[config.mk]
export PLATFORM = sky130hd
export DESIGN_NAME = pwm_deadtime
export DESIGN_NICKNAME = d
export VERILOG_FILES = /design/src/rtl/pwm_deadtime.sv
export SDC_FILE = /design/constraint.sdc
export NUM_CORES = 1
export LEC_CHECK = 0
export CAP_MARGIN = 20
export CORE_UTILIZATION = 45
export CTS_BUF_LIST = sky130_fd_sc_hd__clkbuf_8
export DETAILED_ROUTE_END_ITERATION = 10
export PLACE_DENSITY = 0.77
export SLEW_MARGIN = 20
export SYNTH_ARGS = -nofsm -noshare
export SYNTH_HDL_FRONTEND = slang
export SYNTH_SLANG_ARGS = --single-unit
[constraint.sdc]
create_clock -name i_CLK -period 6.3 [get_ports i_CLK]
set_input_delay 0.945 -clock i_CLK [delete_from_list [all_inputs] [get_ports i_CLK]]
set_output_delay 0.945 -clock i_CLK [all_outputs]
set_load 0.005 [all_outputs]
[src/rtl/pwm_deadtime.sv]
// Complementary half-bridge PWM with fixed dead time and a clamped period command.
// The period is latched only at a period boundary so a half-cycle is never truncated.
module pwm_deadtime #(
    parameter int N_BIT      = 32,
    parameter int PERIOD_MIN = 50,
    parameter int PERIOD_MAX = 1000,
    parameter int DEADTIME   = 10
) (
    input  logic                    i_CLK,
    input  logic                    i_RST,
    input  logic                    i_EN,
    input  logic signed [N_BIT-1:0] i_period,
    output logic                    o_Q_H,
    output logic                    o_Q_L,
    output logic                    o_SYNC,
    output logic        [N_BIT-1:0] o_period
);

    typedef enum logic [0:0] {
        ST_IDLE = 1'b0,
        ST_RUN  = 1'b1
    } state_t;

    localparam logic signed [N_BIT-1:0] P_MIN = N_BIT'(PERIOD_MIN);
    localparam logic signed [N_BIT-1:0] P_MAX = N_BIT'(PERIOD_MAX);
    localparam logic        [N_BIT-1:0] DT    = N_BIT'(DEADTIME);
    localparam logic        [N_BIT-1:0] ONE   = N_BIT'(1);

    // Signed compare so negative PI commands fall to the minimum period.
    function automatic logic [N_BIT-1:0] clamp_period(input logic signed [N_BIT-1:0] cmd);
        logic [N_BIT-1:0] res;
        if (cmd < P_MIN) begin
            res = P_MIN;
        end else if (cmd > P_MAX) begin
            res = P_MAX;
        end else begin
            res = cmd;
        end
        return res;
    endfunction

    state_t           state_r, state_s;
    logic [N_BIT-1:0] cnt_r, cnt_s;
    logic [N_BIT-1:0] period_r, period_s;
    logic [N_BIT-1:0] half_s;
    logic             q_h_r, q_h_s;
    logic             q_l_r, q_l_s;
    logic             sync_r, sync_s;

    // Next state, next counter and the period latched at each boundary.
    always_comb begin
        state_s  = state_r;
        cnt_s    = cnt_r;
        period_s = period_r;
        case (state_r)
            ST_IDLE: begin
                cnt_s = '0;
                if (i_EN) begin
                    state_s  = ST_RUN;
                    period_s = clamp_period(i_period);
                end else begin
                    state_s = ST_IDLE;
                end
            end
            ST_RUN: begin
                if (!i_EN) begin
                    state_s = ST_IDLE;
                    cnt_s   = '0;
                end else if (cnt_r == period_r - ONE) begin
                    cnt_s    = '0;
                    period_s = clamp_period(i_period);
                end else begin
                    cnt_s = cnt_r + ONE;
                end
            end
            default: begin
                state_s = ST_IDLE;
                cnt_s   = '0;
            end
        endcase
    end

    // Gate pattern decoded from the next counter value so the outputs can be flopped.
    always_comb begin
        half_s = period_s >> 1;
        sync_s = 1'b0;
        q_h_s  = 1'b0;
        q_l_s  = 1'b0;
        if (state_s == ST_RUN) begin
            sync_s = (cnt_s == '0);
            q_h_s  = (cnt_s >= DT) && (cnt_s < half_s);
            q_l_s  = (cnt_s >= half_s + DT) && (cnt_s < period_s);
        end else begin
            sync_s = 1'b0;
            q_h_s  = 1'b0;
            q_l_s  = 1'b0;
        end
    end

    // State, counter and output registers.
    always_ff @(posedge i_CLK or negedge i_RST) begin
        if (!i_RST) begin
            state_r  <= ST_IDLE;
            cnt_r    <= '0;
            period_r <= '0;
            q_h_r    <= 1'b0;
            q_l_r    <= 1'b0;
            sync_r   <= 1'b0;
        end else begin
            state_r  <= state_s;
            cnt_r    <= cnt_s;
            period_r <= period_s;
            q_h_r    <= q_h_s;
            q_l_r    <= q_l_s;
            sync_r   <= sync_s;
        end
    end

    assign o_Q_H    = q_h_r;
    assign o_Q_L    = q_l_r;
    assign o_SYNC   = sync_r;
    assign o_period = period_r;

endmodule
After elaboration in Yosys (flattened, before gate mapping)

Index checks and enable logic that the tools add are counted.

Memories: 0
Latch bits: 0
Bits in read-only memories: 0
Memory bits (writable): 0
Logic and storage cells: 33
Register bits: 68

Bitwise operators: 1
Shift-type cells: 0
$mul: 0
Divide/modulo/power cells: 0
$add $sub $neg: 3
Reduce and logical (&&, ||, !) cells: 3
Eq/ne operators: 1
Multiplexer cells: 13
$lt $le $gt $ge: 6

Operator list:

| cell                                                                    | number |
|---|---|
| 32-bit two-way mux                                                      | 7 |
| 32-bit case mux with 2 select lines                                     | 2 |
| 31-bit by 4-bit adder with 32-bit output (second input constant)        | 1 |
| 32-bit by 1-bit adder with 32-bit output (second input constant)        | 1 |
| 32-bit == test                                                          | 1 |
| 32-bit >= comparator                                                    | 1 |
| 32-bit by 4-bit >= comparator with 1-bit output (second input constant) | 1 |
| 32-bit by 11-bit > comparator with 1-bit output (second input constant) | 1 |
| 32-bit zero test                                                        | 1 |
| 32-bit by 31-bit < comparator with 1-bit output                         | 1 |
| 32-bit < comparator                                                     | 1 |
| 32-bit by 7-bit < comparator with 1-bit output (second input constant)  | 1 |
| 32-bit by 1-bit subtractor with 32-bit output (second input constant)   | 1 |
| 1-bit two-way mux                                                       | 4 |
| 1-bit logical AND                                                       | 2 |
| 1-bit inverter                                                          | 1 |

Depth between registers and ports, before layout

Word-level depth: 10
Mapped depth: 29

Worst setup path before layout

Ideal clock, no wire load.

Path type: flip-flop to flip-flop
From: register period_r[0], in the netlist o_period[0]
To: register q_l_r, in the netlist o_Q_L
Library setup time: 0.140 ns
Period minus slack after synthesis: 6.190 ns
Stages on the path, launching flop included: 28
Setup slack: 0.110 ns
Arrival: 6.050 ns
Cells stage by stage: dfrtp_1 -> inv_1 -> ha_1 -> nor4b_2 -> and4_1 -> xnor2_1 -> o2111ai_1 -> or4_1 -> o41ai_4 -> nand2_2 -> clkbuf_1 -> clkbuf_1 -> o21ai_0 -> ha_1 -> a2bb2oi_1 -> nand3_1 -> a21oi_1 -> mux2i_1 -> ha_1 -> a21o_1 -> a21o_1 -> a21o_1 -> a21o_1 -> a21o_1 -> a21o_1 -> a21o_1 -> a221oi_1 -> a211oi_1

Cells in the longest elaborated chain, start to end: 9

RTL lines:

| element                                       | RTL line | source |
|---|---|---|
| start: declaration                            | 44       | `logic [N_BIT-1:0] period_r, period_s;` |
| start signal: assignment                      | 112      | `period_r <= period_s;` |
| 32-bit by 1-bit subtractor with 32-bit output | 69       | `end else if (cnt_r == period_r - ONE) begin` |
| 32-bit == test                                | 69       |  |
| 32-bit two-way mux                            | 69       |  |
| 32-bit two-way mux                            | 66       | `if (!i_EN) begin` |
| 32-bit case mux with 2 select lines           | 55       | `case (state_r)` |
| 31-bit by 4-bit adder with 32-bit output      | 92       | `q_l_s = (cnt_s >= half_s + DT) && (cnt_s < period_s);` |
| 32-bit >= comparator                          | 92       |  |
| 1-bit logical AND *                           | 92       |  |
| 1-bit two-way mux *                           | 89       | `if (state_s == ST_RUN) begin` |
| net q_l_s                                     | 47       | `logic q_l_r, q_l_s;` |
| end signal: assignment                        | 114      | `q_l_r <= q_l_s;` |
| end: declaration                              | 47       |  |

Mark *: on every way through the listed nets, which the timed path passes. The rest lies on a longest branch.

Final worst setup path

From: register period_r[6], in the netlist o_period[6]
To: register q_l_r, in the netlist o_Q_L

RTL lines:

| element                                                            | RTL line | source |
|---|---|---|
| 32-bit by 1-bit subtractor with 32-bit output *                    | 69       |  |
| 32-bit == test *                                                   | 69       |  |
| 32-bit two-way mux *                                               | 69       |  |
| 32-bit two-way mux *                                               | 66       |  |
| 32-bit case mux with 2 select lines *                              | 55       |  |
| net cnt_s[25]                                                      | 43       | `logic [N_BIT-1:0] cnt_r, cnt_s;` |
| 32-bit >= comparator / 32-bit < comparator (equally long branches) | 92       |  |
| 1-bit logical AND *                                                | 92       |  |
| 1-bit two-way mux *                                                | 89       |  |
| net q_l_s                                                          | 47       |  |

Marked as above.

==> results_dict.tcl <==
set metrics [dict create \
    wl_mm 25.3 \
    path_clk_slew_ns 0.08 \
    port_buffers 69 \
    grt_pass1_vias 7479 \
    area_delta_synth_final_pct 21.1 \
    drc 0 \
    syn-num-nets 1060 \
    yosysTopAreaCell "dfrtp_1" \
    antenna_found_initial 0 \
    dp_hpwl_mm 20.2 \
    drv_slew 0 \
    grt_util_met1_pct 40.7 \
    clockBufferDepth 2 \
    root_buffer "clkbuf_8" \
    status "complete, no violations" \
    synth_edf_count 0 \
    utilization_pct 55.6 \
    synth_most_common_cell "ha_1" \
    async_flop_share_pct 100 \
    dieArea_mm2 0.0173 \
    critPathTopFamily "simple AND/OR/NAND/NOR gates" \
    critPathKind "reg2reg" \
    arrival_ns 6.36 \
    grt_first_pass_wirelength_mm 40.3 \
    leakagePower_nw 4.39 \
    setup_tns_ns 0 \
    cts_sinks 68 \
    grt_max_degree 69 \
    ys_warn_count 0 \
    critPathMostFrequentCell "buf_4" \
    yosysTopAreaCellShare_pct 22.5 \
    dr.pass1.iters 5 \
    drive_gt1_share_pct 12.4 \
    nFillCells 1461 \
    setup_viol 0 \
    min_path_type "reg2reg" \
    clk_latency_ns 0.37 \
    syn_area_per_cell_um2 8.14 \
    fin_crit_sh_pct 97.0 \
    tightest_slew_ns 0.938 \
    start_util_pct 45.9 \
    vias 7806 \
    timing.critical_path.buf_inv 4 \
    crit_path_end_kind "flip-flop" \
    synthTopCellsByArea "dfrtp_1, ha_1, xnor2_1" \
    die_h_um 132 \
    ys_seq_elements 68 \
    ys_seq_area_share_pct 22.5 \
    ios 70 \
    p_per_area_mw_per_mm2 126 \
    antenna_cells 0 \
    max-vdd-ir-drop_v 0.0000836 \
    place_congestion 0.984 \
    nets 1147 \
    syn_inst 929 \
    clock_skew_ns 0.0106 \
    slowest_stage "or3b_2" \
    synth_area_mm2 0.00756 \
    std_cell_rows 47 \
    startpoint_type "flip-flop" \
    grtUsageTotal_pct 29.5 \
    slew_headroom_pct 37.1 \
    power_w 0.00115 \
    drtAntennaViolNets 0 \
    min_period_ns 6.11 \
    cts.htree.levels 3 \
    grt-ovfl-total 0 \
    met2_usage_pct 46.4 \
    via_per_inst 6.29 \
    timing.max_cap.violations 0 \
    cts_made_buffers 9 \
    cts_tree "done" \
    slowest_delay_ns 0.49 \
    core_area_mm2 0.0165 \
    yosys-top-cells-count "ha_1, nor2_1, nand2_1, dfrtp_1, clkbuf_1" \
    path_max_fanout 22 \
    ctsHoldBuffers 0 \
    required_ns 6.55 \
    synth_flop_cell "dfrtp_1" \
    die_w_um 132 \
    ys_types 72 \
    timing.fmax_ghz 0.164 \
    worstPathCellList "buf_4, nor4_4, nand3_2, or3b_2, a211oi_1, nand4_1, buf_4, o41a_1, nand2_1, buf_4, nor2_1, ha_1, nand4_1, nor4_2, nand2_1, or3_1, a211o_1, a2111oi_0, buf_4, a211oi_1" \
    busiest_layer "met2" \
    drtIter0Drc 958 \
    detail_route.wl_per_cell_um 20.4 \
    grt_use_met3_pct 4.48 \
    hold_viol_final 0 \
]
[cell families after synthesis]
family	after synthesis	share of synthesized area, %
AOI/OAI and AO/OA	193	18.3
xor gates and xnor gates	90	10.4
adders and majority gates	96	15.9
buffers and inverters	107	5.54
DFF	68	22.5
muxes	8	1.06
and+or+nand+nor	367	26.3
[worst register-to-register path, cell delays in order, from the launching register on]
cell and delay (ns):
dfrtp_2 0.47, buf_4 0.18, nor4_4 0.38, nand3_2 0.17
or3b_2 0.49, a211oi_1 0.25, nand4_1 0.26, buf_4 0.22
o41a_1 0.34, nand2_1 0.25, buf_4 0.32, nor2_1 0.19
ha_1 0.34, nand4_1 0.16, nor4_2 0.40, nand2_1 0.15
or3_1 0.46, a211o_1 0.30, a2111oi_0 0.39, buf_4 0.22
a211oi_1 0.05
[final cells by class]
type,instances,area [µm²],share of cell area (%)
timing repair buffer,137,1200,13.1
inverter,46,173,1.89
sequential,68,1710,18.6
tap,220,275,3.01
clock buffer,9,124,1.35
clock inverter,7,101,1.11
multi-input combinational,754,5580,60.9
[stage by stage]
stage,setup WS (ns),instances,hold slack [ns],instance area [µm²]
global placement,0.140,1222,0.602,8760
floorplan,0.110,929,0.600,7560
detailed placement,0.0622,1222,0.660,8760
global route,-0.0783,1241,0.717,9150
finish,0.190,1241,0.683,9150
CTS,0.0337,1238,0.681,8990
[power by group]
part	total [W]	switching [W]	internal, W
registers	0.000465	0.0000201	0.000445
logic	0.000264	0.000143	0.000121
clock network	0.000420	0.000195	0.000225
total	0.00115	0.000359	0.000790
[final timing paths]
check,from,end,slack [ns],depth (start not counted)
min,o_period[0],o_period[0],0.68,2
min reg2reg,o_period[0],o_period[0],0.68,2
min in group asynchronous,i_RST,cnt_r[29],0.76,2
max in group asynchronous,i_RST,o_period[6],4.90,2
max,o_period[6],o_Q_L,0.19,20
max reg2reg,o_period[6],o_Q_L,0.19,20
[timing repair]
| item | CTS | global route |
|---|---|---|
| buffers inserted | 0 | 3 |
| gates resized for setup | 0 | 32 |
| setup endpoints to repair | 0 | 1 |
[cells in the final DEF, fill, tap and decap left out, drive strengths merged, types with 5 or more instances in the layout]
master         count
a2111oi            5
a211oi            10
a21o              48
a21oi             32
a31oi              5
and2              12
and3              21
and4              10
buf               69
clkbuf             9
clkdlybuf4s50     68
dfrtp             68
ha                96
inv               46
mux2i              8
nand2             70
nand3             29
nand3b             5
nand4             43
nor2              74
nor2b              8
nor3              31
nor4              21
o2111ai            5
o211ai             6
o21a               6
o21ai             28
o31ai              8
or3                9
or4               11
xnor2             52
xor2              38
[registers in the layout (all words and copies together), names as in the netlist]
register / cells
cnt_r: 32
o_period: 32
o_Q_H: 1
o_Q_L: 1
o_SYNC: 1
state_r: 1
[layer usage]
layer  wire length (µm)  share of wire [%]
met5                  0                  0
met4                863                3.4
met3               2770                 11
met2              11200                 44
met1              10500                 41
No activity file was read; power rests on OpenSTA's default activity.
